## src/rtl/mem_arb_pkg.sv

```systemverilog
// Shared definitions for the memory port arbiter.
//   - arb_state_e : FSM state encoding (IDLE, ACCESS, DONE)
//   - PORT_IF / PORT_MEM : port index constants for the fetch and data ports
//   - LAT_DEFAULT / CNT_W_DEFAULT : default access latency and counter width
package mem_arb_pkg;

  typedef enum logic [1:0] {
    StIdle   = 2'd0,
    StAccess = 2'd1,
    StDone   = 2'd2
  } arb_state_e;

  localparam logic PORT_IF  = 1'b0;
  localparam logic PORT_MEM = 1'b1;

  localparam int unsigned LAT_DEFAULT   = 2;
  localparam int unsigned CNT_W_DEFAULT = 4;

endpackage

```

## src/rtl/arb_lat_counter.sv

```systemverilog
// Loadable down-counter that times one memory access.
// Ports:
//   clk_i    : clock, rising edge
//   rst_i    : synchronous active-low reset (counter clears to 0)
//   load     : load load_val (takes priority over en)
//   load_val : value to load
//   en       : decrement by one; saturates at zero
//   zero     : high while the count is zero
module arb_lat_counter #(
  parameter int unsigned CNT_W = 4
) (
  input  logic             clk_i,
  input  logic             rst_i,
  input  logic             load,
  input  logic [CNT_W-1:0] load_val,
  input  logic             en,
  output logic             zero
);

  logic [CNT_W-1:0] cnt_q;

  always_ff @(posedge clk_i) begin
    if (!rst_i) begin
      cnt_q <= '0;
    end else if (load) begin
      cnt_q <= load_val;
    end else if (en && (cnt_q != '0)) begin
      cnt_q <= cnt_q - 1'b1;
    end
  end

  assign zero = (cnt_q == '0);

endmodule

```

## src/rtl/mem_port_arbiter.sv

```systemverilog
// Two-requester arbiter sharing one fixed-latency single-port memory between
// the fetch port (0) and the data port (1). sel_o steers the external address
// and write-data muxes; no data passes through this block.
// Build option: define MEM_ARB_RR_EN for round-robin on contention; otherwise
// port 1 has fixed priority.
// Ports:
//   clk_i    : clock, rising edge
//   rst_i    : synchronous active-low reset
//   req0_i   : fetch port request level
//   req1_i   : data port request level
//   sel_o    : mux select (0 = port 0, 1 = port 1), holds last owner in IDLE
//   mem_en_o : memory enable, high for the LAT access cycles
//   done0_o  : one-cycle completion pulse for port 0
//   done1_o  : one-cycle completion pulse for port 1
//   busy_o   : high whenever the FSM is not in IDLE
module mem_port_arbiter
  import mem_arb_pkg::*;
#(
  parameter int unsigned LAT   = LAT_DEFAULT,
  parameter int unsigned CNT_W = CNT_W_DEFAULT
) (
  input  logic clk_i,
  input  logic rst_i,
  input  logic req0_i,
  input  logic req1_i,
  output logic sel_o,
  output logic mem_en_o,
  output logic done0_o,
  output logic done1_o,
  output logic busy_o
);

  localparam logic [CNT_W-1:0] LoadVal = CNT_W'(LAT - 1);

  arb_state_e state_q, state_d;
  logic       owner_q, owner_d;
  logic       winner;
  logic       cnt_load, cnt_en, cnt_zero;

`ifdef MEM_ARB_RR_EN
  logic last_q, last_d;

  // Contention goes to the port that was not served last.
  always_comb begin
    if (req0_i && req1_i) begin
      winner = ~last_q;
    end else begin
      winner = req1_i ? PORT_MEM : PORT_IF;
    end
  end

  always_comb begin
    last_d = last_q;
    if (state_q == StDone) begin
      last_d = owner_q;
    end
  end

  always_ff @(posedge clk_i) begin
    if (!rst_i) begin
      last_q <= PORT_MEM;
    end else begin
      last_q <= last_d;
    end
  end
`else
  // Fixed priority: the data port always wins.
  assign winner = req1_i ? PORT_MEM : PORT_IF;
`endif

  always_comb begin
    state_d  = state_q;
    owner_d  = owner_q;
    cnt_load = 1'b0;
    cnt_en   = 1'b0;
    unique case (state_q)
      StIdle: begin
        if (req0_i || req1_i) begin
          owner_d  = winner;
          cnt_load = 1'b1;
          state_d  = StAccess;
        end
      end
      StAccess: begin
        if (cnt_zero) begin
          state_d = StDone;
        end else begin
          cnt_en = 1'b1;
        end
      end
      StDone:  state_d = StIdle;
      default: state_d = StIdle;
    endcase
  end

  always_ff @(posedge clk_i) begin
    if (!rst_i) begin
      state_q <= StIdle;
      owner_q <= PORT_IF;
    end else begin
      state_q <= state_d;
      owner_q <= owner_d;
    end
  end

  arb_lat_counter #(
    .CNT_W(CNT_W)
  ) u_lat_counter (
    .clk_i   (clk_i),
    .rst_i   (rst_i),
    .load    (cnt_load),
    .load_val(LoadVal),
    .en      (cnt_en),
    .zero    (cnt_zero)
  );

  // owner_q only changes on the IDLE->ACCESS edge, so it also serves as the
  // held select value while idle.
  always_comb begin
    sel_o    = owner_q;
    mem_en_o = (state_q == StAccess);
    done0_o  = (state_q == StDone) && (owner_q == PORT_IF);
    done1_o  = (state_q == StDone) && (owner_q == PORT_MEM);
    busy_o   = (state_q != StIdle);
  end

endmodule

```

## config.mk

```make
export PLATFORM = sky130hd
export DESIGN_NAME = mem_port_arbiter
export DESIGN_NICKNAME = d
export VERILOG_FILES = /design/src/rtl/mem_arb_pkg.sv /design/src/rtl/arb_lat_counter.sv /design/src/rtl/mem_port_arbiter.sv
export SDC_FILE = /design/constraint.sdc
export NUM_CORES = 1
export LEC_CHECK = 0
export ABC_AREA = 1
export ABC_CLOCK_PERIOD_IN_PS = 2050
export BUFFER_PORTS_ARGS = -buffer_cell sky130_fd_sc_hd__buf_2
export CELL_PAD_IN_SITES_DETAIL_PLACEMENT = 0
export CELL_PAD_IN_SITES_GLOBAL_PLACEMENT = 1
export CORE_MARGIN = 2
export CORE_UTILIZATION = 34
export CTS_CLUSTER_DIAMETER = 60
export DETAILED_ROUTE_END_ITERATION = 12
export PLACE_DENSITY = 0.72
export SETUP_SLACK_MARGIN = 0.15
export SLEW_MARGIN = 20
export SYNTH_ARGS = -nofsm -noshare
export SYNTH_HDL_FRONTEND = slang
export SYNTH_HIERARCHICAL = 1
export SYNTH_SLANG_ARGS = --single-unit
```

## constraint.sdc

```tcl
create_clock -name clk_i -period 2.05 [get_ports clk_i]
set_clock_uncertainty 0.05 [all_clocks]
set_input_delay 0.41 -clock clk_i [delete_from_list [all_inputs] [get_ports clk_i]]
set_output_delay 0.41 -clock clk_i [all_outputs]
set_load 0.1 [all_outputs]
```

==> flow_summary.toml, run 1 <==
[status]
status = "complete, no violations"

[floorplanning]
dieHeight_microns = 40.2
io_pins = 9
num_rows = 13
core_area_sq_um = 1270
die-area_sq_um = 1620
dieWidth_microns = 40.2
initial_core_util_pct = 35.2

[global_route]
grt_pass1_vias = 303
globalRouteOverflowTotal = 0
grt_pass1_wl_microns = 1260
antenna_found_initial = 0
grt_max_degree = 8
grt_usage_pct = 12.1

[timing]
finalHoldViolCount = 0
hold_ws_ns = 0.372
tns_ns = 0
post-route-min-period_ns = 1.80
setup_viol = 0
setup_slack_ns = 0.248
clock.fmax_ghz = 0.555
min_period_over_period_pct = 87.9
maxSlewViolCount = 0
rsz0062_at_grt = "no"

[place]
dp_hpwl_microns = 639
dp.cells = 93
gp_routability_congestion = 0.657
place_ws_ns = 0.510
portBuffers = 8
placed_area_sq_um = 529

[final_layout]
drive_gt1_share_pct = 32.9
syn_to_final_growth_pct = 24.4
stdcell_area_sq_um = 556
final_cells = 97
diodes = 0
utilization_pct = 43.8
layout.nets = 88
nFillCells = 145

[power_and_ir_drop]
p_total_uw = 679
power.leakage_nw = 0.302
power_density_nw_per_um2 = 1220
vdd_ir_drop_max_mv = 0.572

[detailed_routing]
via_per_inst = 4.01
wire_per_inst_microns = 8.13
drc = 0
antenna_left = 0
drt_iter0_markers = 6
drtPass1Iterations = 4
vias = 389
drt-total-wl_microns = 789

[cts]
postCtsHoldBufs = 0
clk_pin_slew_ns = 0.05
post_cts_resized = 0
cts_htree_levels = 1
clock-sinks = 7
clock_latency_ns = 0.24
post_cts_buffers = 0
cts.root.buffer_cell = "clkbuf_4"
numCtsBuffers = 3
clockBufferDepth = 2
cts_tree = "built"

[critical_path]
cp_data_arrival_time_ns = 1.34
endpoint_kind = "output pin"
critical_path.startpoint_type = "register"
path_max_fanout = 4
reg2reg_depth = 12
path_class = "reg2out"
cp_data_required_time_ns = 1.59

[synth]
synth_seq_area_share_pct = 31.4
yosysTopAreaCell = "dfxtp_1"
ys_seq_elements = 7
yosys_warnings = 6
synth_area_sq_um = 447
ys_types = 20
yosysTopAreaCellShare_pct = 31.4
ys_top_cells_by_area = "dfxtp_1 31%, inv_1 12%, nand2_1 10%, nor2_1 6.7%, a21oi_2 5.9%"
postSynthCellCount = 68
synth_area_per_cell_sq_um = 6.57

[flow_run]
max_cap_viol_count = 0

[hold_path]
min_path_type = "in2reg"
hold_path_depth = 3
-- cells by family after synthesis --
group / count (synthesis) / share of synthesized area [%]
AO/OA/AOI/OAI: 8 / 11.8
XOR/XNOR: 1 / 1.96
adder cells (fa/ha/maj): 1 / 2.80
buffers and inverters: 17 / 14.6
flip-flops: 7 / 31.4
other: 2 / 1.68
AND/OR/NAND/NOR: 32 / 35.9
-- layout by cell type (no fill, tap or decap) --
master	Yosys	routed
inv_1	14	14
clkinv_2	1	1
conb_1	2	4
dfxtp_2	0	1
dfxtp_1	7	6
nand2_4	2	2
ha_1	1	1
nand3_2	1	1
a21oi_1	1	1
a21oi_2	3	3
nor2_2	2	2
xor2_1	1	1
buf_2	0	8
nor2_1	8	6
nor4_1	1	1
inv_2	2	2
or2_0	1	1
nand2_2	2	2
o22ai_1	1	1
nor2_4	0	2
clkbuf_1	0	1
nand3_1	3	3
o21ai_0	3	3
nand2_1	12	12
clkbuf_4	0	3
-- layer usage --
metal	wire, microns	part of all wire [%]	vias to the layer above	global-route usage, %
met2	330	42	8	14.5
met5	0	0	-	0
met3	27	3.4	0	3.33
li1	-	-	227	-
met1	430	54	154	18.1
met4	0	0	0	7.50
-- worst max-delay path: stages, from the launching register on --
cell     delay (ns)
dfxtp_1        0.43
nand2_1        0.15
nor2_2         0.09
buf_2          0.42
-- layout make-up --
class / instances / area [sq um] / area share, %
multi-input combinational: 46 / 264 / 47.5
sequential: 7 / 141 / 25.5
inverter: 17 / 65.1 / 11.7
timing repair buffer: 8 / 40.0 / 7.21
clock buffer: 4 / 26.3 / 4.73
tap: 15 / 18.8 / 3.38
-- cells in the mapped netlist (all sizes together) --
library cell	number
inv	16
conb	2
nor4	1
o21ai	3
a21oi	4
o22ai	1
nand2	16
ha	1
dfxtp	7
clkinv	1
nor2	10
or2	1
xor2	1
nand3	4
-- sequential cells by signal (all words and copies together), names as in the netlist --
signal,flops
state_q,2
u_lat_counter/cnt_q,4
sel_o,1
-- worst paths after layout --
kind	from	endpoint	slack, ns
max	state_q[1]	done0_o	0.25
min	rst_i	u_lat_counter/cnt_q[2]	0.37
max reg2reg	u_lat_counter/cnt_q[0]	u_lat_counter/cnt_q[1]	0.52
min reg2reg	sel_o	sel_o	0.44
-- where the power goes --
part / total, mW / switching, mW / internal, mW
Sequential: 0.194 / 0.0262 / 0.168
Combinational: 0.363 / 0.261 / 0.102
Clock: 0.122 / 0.0478 / 0.0741
Total: 0.679 / 0.335 / 0.344
Power figures use the tool's default switching activity.
==> inputs of run 2 (changes only) <==
Settings changed: ABC_CLOCK_PERIOD_IN_PS 2050 to 1800.
Clock period 2.05 ns to 1.8 ns, I/O delays scaled along.
==> flow_summary.toml, run 2 (same netlist as run 1, synthesis figures left out) <==
[power_and_ir_drop]
power_frac_clock_pct = 18.1
switching_power_uw = 394
p_int_uw = 407
power_density_nw_per_um2 = 1340
power.leakage_nw = 0.306
vdd_ir_drop_max_mv = 0.597
sequentialPowerShare_pct = 27.7
comb_power_share_pct = 54.2
p_sw_share_pct = 49.2
p_total_uw = 802

[detailed_routing]
antenna_left = 0
drt_iter0_markers = 7
drt-total-wl_microns = 802
wire_per_inst_microns = 8.27
drc = 0
vias = 406
drtPass1Iterations = 4
via_per_inst = 4.19

[critical_path]
endpoint_kind = "output pin"
crit_end = "done0_o"
critical_path.startpoint_type = "register"
regToRegSetupSlack_ns = 0.29
cp_data_required_time_ns = 1.39
rr_endpoint = "u_lat_counter/cnt_q[1]"
path_max_fanout = 4
r2r_start = "u_lat_counter/cnt_q[0]"
path_class = "reg2out"
reg2reg_depth = 12
crit_start = "state_q[1]"
cp_data_arrival_time_ns = 1.17

[global_route]
grt_pass1_wl_microns = 1370
antenna_found_initial = 0
globalRouteOverflowTotal = 0
grt_max_degree = 8
grt_pass1_vias = 339
grt_usage_pct = 12.5

[floorplanning]
num_rows = 13
dieWidth_microns = 40.2
core_area_sq_um = 1270
dieHeight_microns = 40.2
initial_core_util_pct = 35.2
die-area_sq_um = 1620
io_pins = 9

[final_layout]
largest_register = "u_lat_counter/cnt_q"
layout.nets = 88
seqCellArea_sq_um = 141
largest_reg_flops = 4
syn_to_final_growth_pct = 33.9
utilization_pct = 47.1
final_cells = 97
diodes = 0
stdcell_area_sq_um = 598
multi_input_area_sq_um = 272
final_cell_mix = "14 x inv_1, 12 x nand2_1, 6 x dfxtp_1, 6 x nor2_1, 5 x clkbuf_4"
final_common_cell = "inv_1"
nFillCells = 141
drive_gt1_share_pct = 34.1

[place]
gp_routability_congestion = 0.728
place_ws_ns = 0.249
portBuffers = 8
dp.cells = 93
dp_hpwl_microns = 690
placed_area_sq_um = 564

[timing]
tns_ns = 0
clock.fmax_ghz = 0.633
maxSlewViolCount = 0
setup_viol = 0
post-route-min-period_ns = 1.58
hold_ws_ns = 0.323
finalHoldViolCount = 0
min_period_over_period_pct = 87.7
rsz0062_at_grt = "no"
setup_slack_ns = 0.221

[cts]
clk_pin_slew_ns = 0.06
clockBufferDepth = 2
numCtsBuffers = 3
clock-sinks = 7
cts_tree = "built"
cts_htree_levels = 1
clock_latency_ns = 0.25
cts.root.buffer_cell = "clkbuf_4"
postCtsHoldBufs = 0
post_cts_buffers = 0
post_cts_resized = 0

[flow_run]
max_cap_viol_count = 0

[hold_path]
min_path_type = "in2reg"

[status]
status = "complete, no violations"
run 2: worst max-delay path, stage by stage (launching register included):
cell and delay [ns]:
dfxtp_1 0.42, nand2_1 0.18, nor2_4 0.13, buf_12 0.18
run 2: cell type report:
cell class / instances / area share (%)
multi-input combinational: 46 / 45.4
tap: 15 / 3.14
clock buffer: 4 / 4.39
timing repair buffer: 8 / 12.6
inverter: 17 / 10.9
sequential: 7 / 23.6
run 2: layer usage:
metal  share of wire [%]  global-route usage [%]  routed length [microns]
met3                 3.2                    3.33                       26
met5                   0                       0                        0
met4                   0                    2.50                        0
met1                  52                    17.8                      415
met2                  45                    19.0                      360
run 2: worst min path at each step:
stage / end / slack (ns) / cells past startpoint / from
after floorplan: u_lat_counter/cnt_q[3] / 0.42 / 2 / u_lat_counter/cnt_q[3]
after global placement: u_lat_counter/cnt_q[3] / 0.44 / 2 / u_lat_counter/cnt_q[3]
after detailed placement: u_lat_counter/cnt_q[3] / 0.44 / 2 / u_lat_counter/cnt_q[3]
after CTS: sel_o / 0.32 / 3 / req1_i
after global routing: u_lat_counter/cnt_q[2] / 0.32 / 3 / rst_i
final: sel_o / 0.32 / 3 / req1_i
run 2: power by group through the flow:
stage | Sequential (mW) | Combinational [mW] | Clock, mW
after floorplan | 0.241 | 0.341 | 0
after global placement | 0.224 | 0.429 | 0
after detailed placement | 0.225 | 0.431 | 0
after CTS | 0.223 | 0.432 | 0.150
after global routing | 0.227 | 0.480 | 0.156
final | 0.222 | 0.434 | 0.145
==> inputs of run 3 (changes only) <==
Settings changed: RECOVER_POWER set to 50.
==> flow_summary.toml, run 3 (same netlist as run 1, synthesis figures left out) <==
[status]
status = "complete, no violations"

[cts]
clock_latency_ns = 0.25
clockBufferDepth = 2
post_cts_buffers = 0
clock-sinks = 7
numCtsBuffers = 3
cts.root.buffer_cell = "clkbuf_4"
postCtsHoldBufs = 0
cts_htree_levels = 1
clk_pin_slew_ns = 0.06
cts_tree = "built"

[floorplanning]
dieWidth_microns = 40.2
die-area_sq_um = 1620
core_area_sq_um = 1270
num_rows = 13
dieHeight_microns = 40.2
initial_core_util_pct = 35.2
io_pins = 9

[final_layout]
drive_gt1_share_pct = 31.7
syn_to_final_growth_pct = 32.2
diodes = 0
largest_reg_flops = 4
layout.nets = 88
utilization_pct = 46.5
nFillCells = 142
largest_register = "u_lat_counter/cnt_q"
final_cell_mix = "14 x inv_1, 12 x nand2_1, 7 x nor2_1"
final_common_cell = "inv_1"

[detailed_routing]
drt_iter0_markers = 7
drtPass1Iterations = 4
wire_per_inst_microns = 8.28
drt-total-wl_microns = 803
via_per_inst = 4.18
antenna_left = 0
drc = 0
vias = 405

[critical_path]
cp_data_arrival_time_ns = 1.21
endpoint_kind = "output pin"
critical_path.startpoint_type = "register"
cp_data_required_time_ns = 1.39
path_max_fanout = 3
path_class = "reg2out"

[place]
place_ws_ns = 0.249
gp_routability_congestion = 0.728
dp_hpwl_microns = 690
portBuffers = 8

[hold_path]
min_path_type = "in2reg"

[timing]
maxSlewViolCount = 0
min_period_over_period_pct = 89.8
setup_slack_ns = 0.183
worstMarginPinSlew_ns = 0.537
post-route-min-period_ns = 1.62
setup_viol = 0
hold_ws_ns = 0.325
max-slew-margin-rel_pct = 64.3
tns_ns = 0
rsz0062_at_grt = "no"
finalHoldViolCount = 0
clock.fmax_ghz = 0.618

[flow_run]
max_cap_viol_count = 0

[global_route]
globalRouteOverflowTotal = 0
grt_pass1_vias = 339
antenna_found_initial = 0
grt_max_degree = 8
grt_pass1_wl_microns = 1370
grt_usage_pct = 12.5

[power_and_ir_drop]
vdd_ir_drop_max_mv = 0.590
power_density_nw_per_um2 = 1340
power.leakage_nw = 0.306
## run 3: changes by cell type in the layout (fill, tap and decap cells not counted)
cell | before | now
ha_1 | 0 | 1
clkbuf_2 | 0 | 2
nor2_2 | 1 | 0
ha_2 | 1 | 0
nor2_1 | 6 | 7
clkbuf_4 | 5 | 4
buf_2 | 4 | 3
## run 3: cell type report
class                   instances  area, sq um  area share, %
flip-flops and latches          7          141           23.9
repair buffers                  8         72.6           12.3
clock buffers                   4         26.3           4.45
inverters                      17         65.1           11.0
multi-input cells              46          267           45.1
well taps                      15         18.8           3.18
## run 3: final timing paths
path                                        startpoint                      to  slack, ns  cells past startpoint
worst min register to register  u_lat_counter/cnt_q[3]  u_lat_counter/cnt_q[3]       0.45                      2
worst min-delay path                            req1_i                   sel_o       0.32                      3
worst max register to register  u_lat_counter/cnt_q[0]  u_lat_counter/cnt_q[1]       0.24                     12
worst max-delay path                        state_q[0]                mem_en_o       0.18                      3
## run 3: routing by layer
layer,vias up,GRT usage [%],routed length (microns)
met1,169,17.8,420
met5,-,0,0
met2,8,19.0,357
li1,228,-,-
met4,0,2.50,0
met3,0,3.33,25
## run 3: what timing repair did
action / CTS / global route
endpoints found under the setup margin: 0 / 3
hold endpoints to repair: 0 / 0
gates resized for setup: 0 / 3
## run 3: where the power goes
part / leakage, nW / total [mW] / switching [mW] / internal [mW]
combinational: 0.233 / 0.428 / 0.303 / 0.125
clock: 0.0150 / 0.145 / 0.0598 / 0.0847
sequential: 0.0584 / 0.221 / 0.0301 / 0.191
total: 0.306 / 0.793 / 0.393 / 0.401
## run 3: worst max-delay path, cell delays in order, from the launching register on
cell,delay [ns]
dfxtp_1,0.33
inv_1,0.08
nor2_4,0.09
clkbuf_2,0.46
## run 3: through the flow
| stage | power (mW) | area, sq um | std cells |
|---|---|---|---|
| 2_1_floorplan | 0.581 | 475 | 70 |
| 3_3_place_gp | 0.653 | 564 | 93 |
| 3_5_place_dp | 0.656 | 564 | 93 |
| 4_1_cts | 0.805 | 591 | 97 |
| 5_1_grt | 0.854 | 591 | 97 |
| 6_report | 0.793 | 591 | 97 |
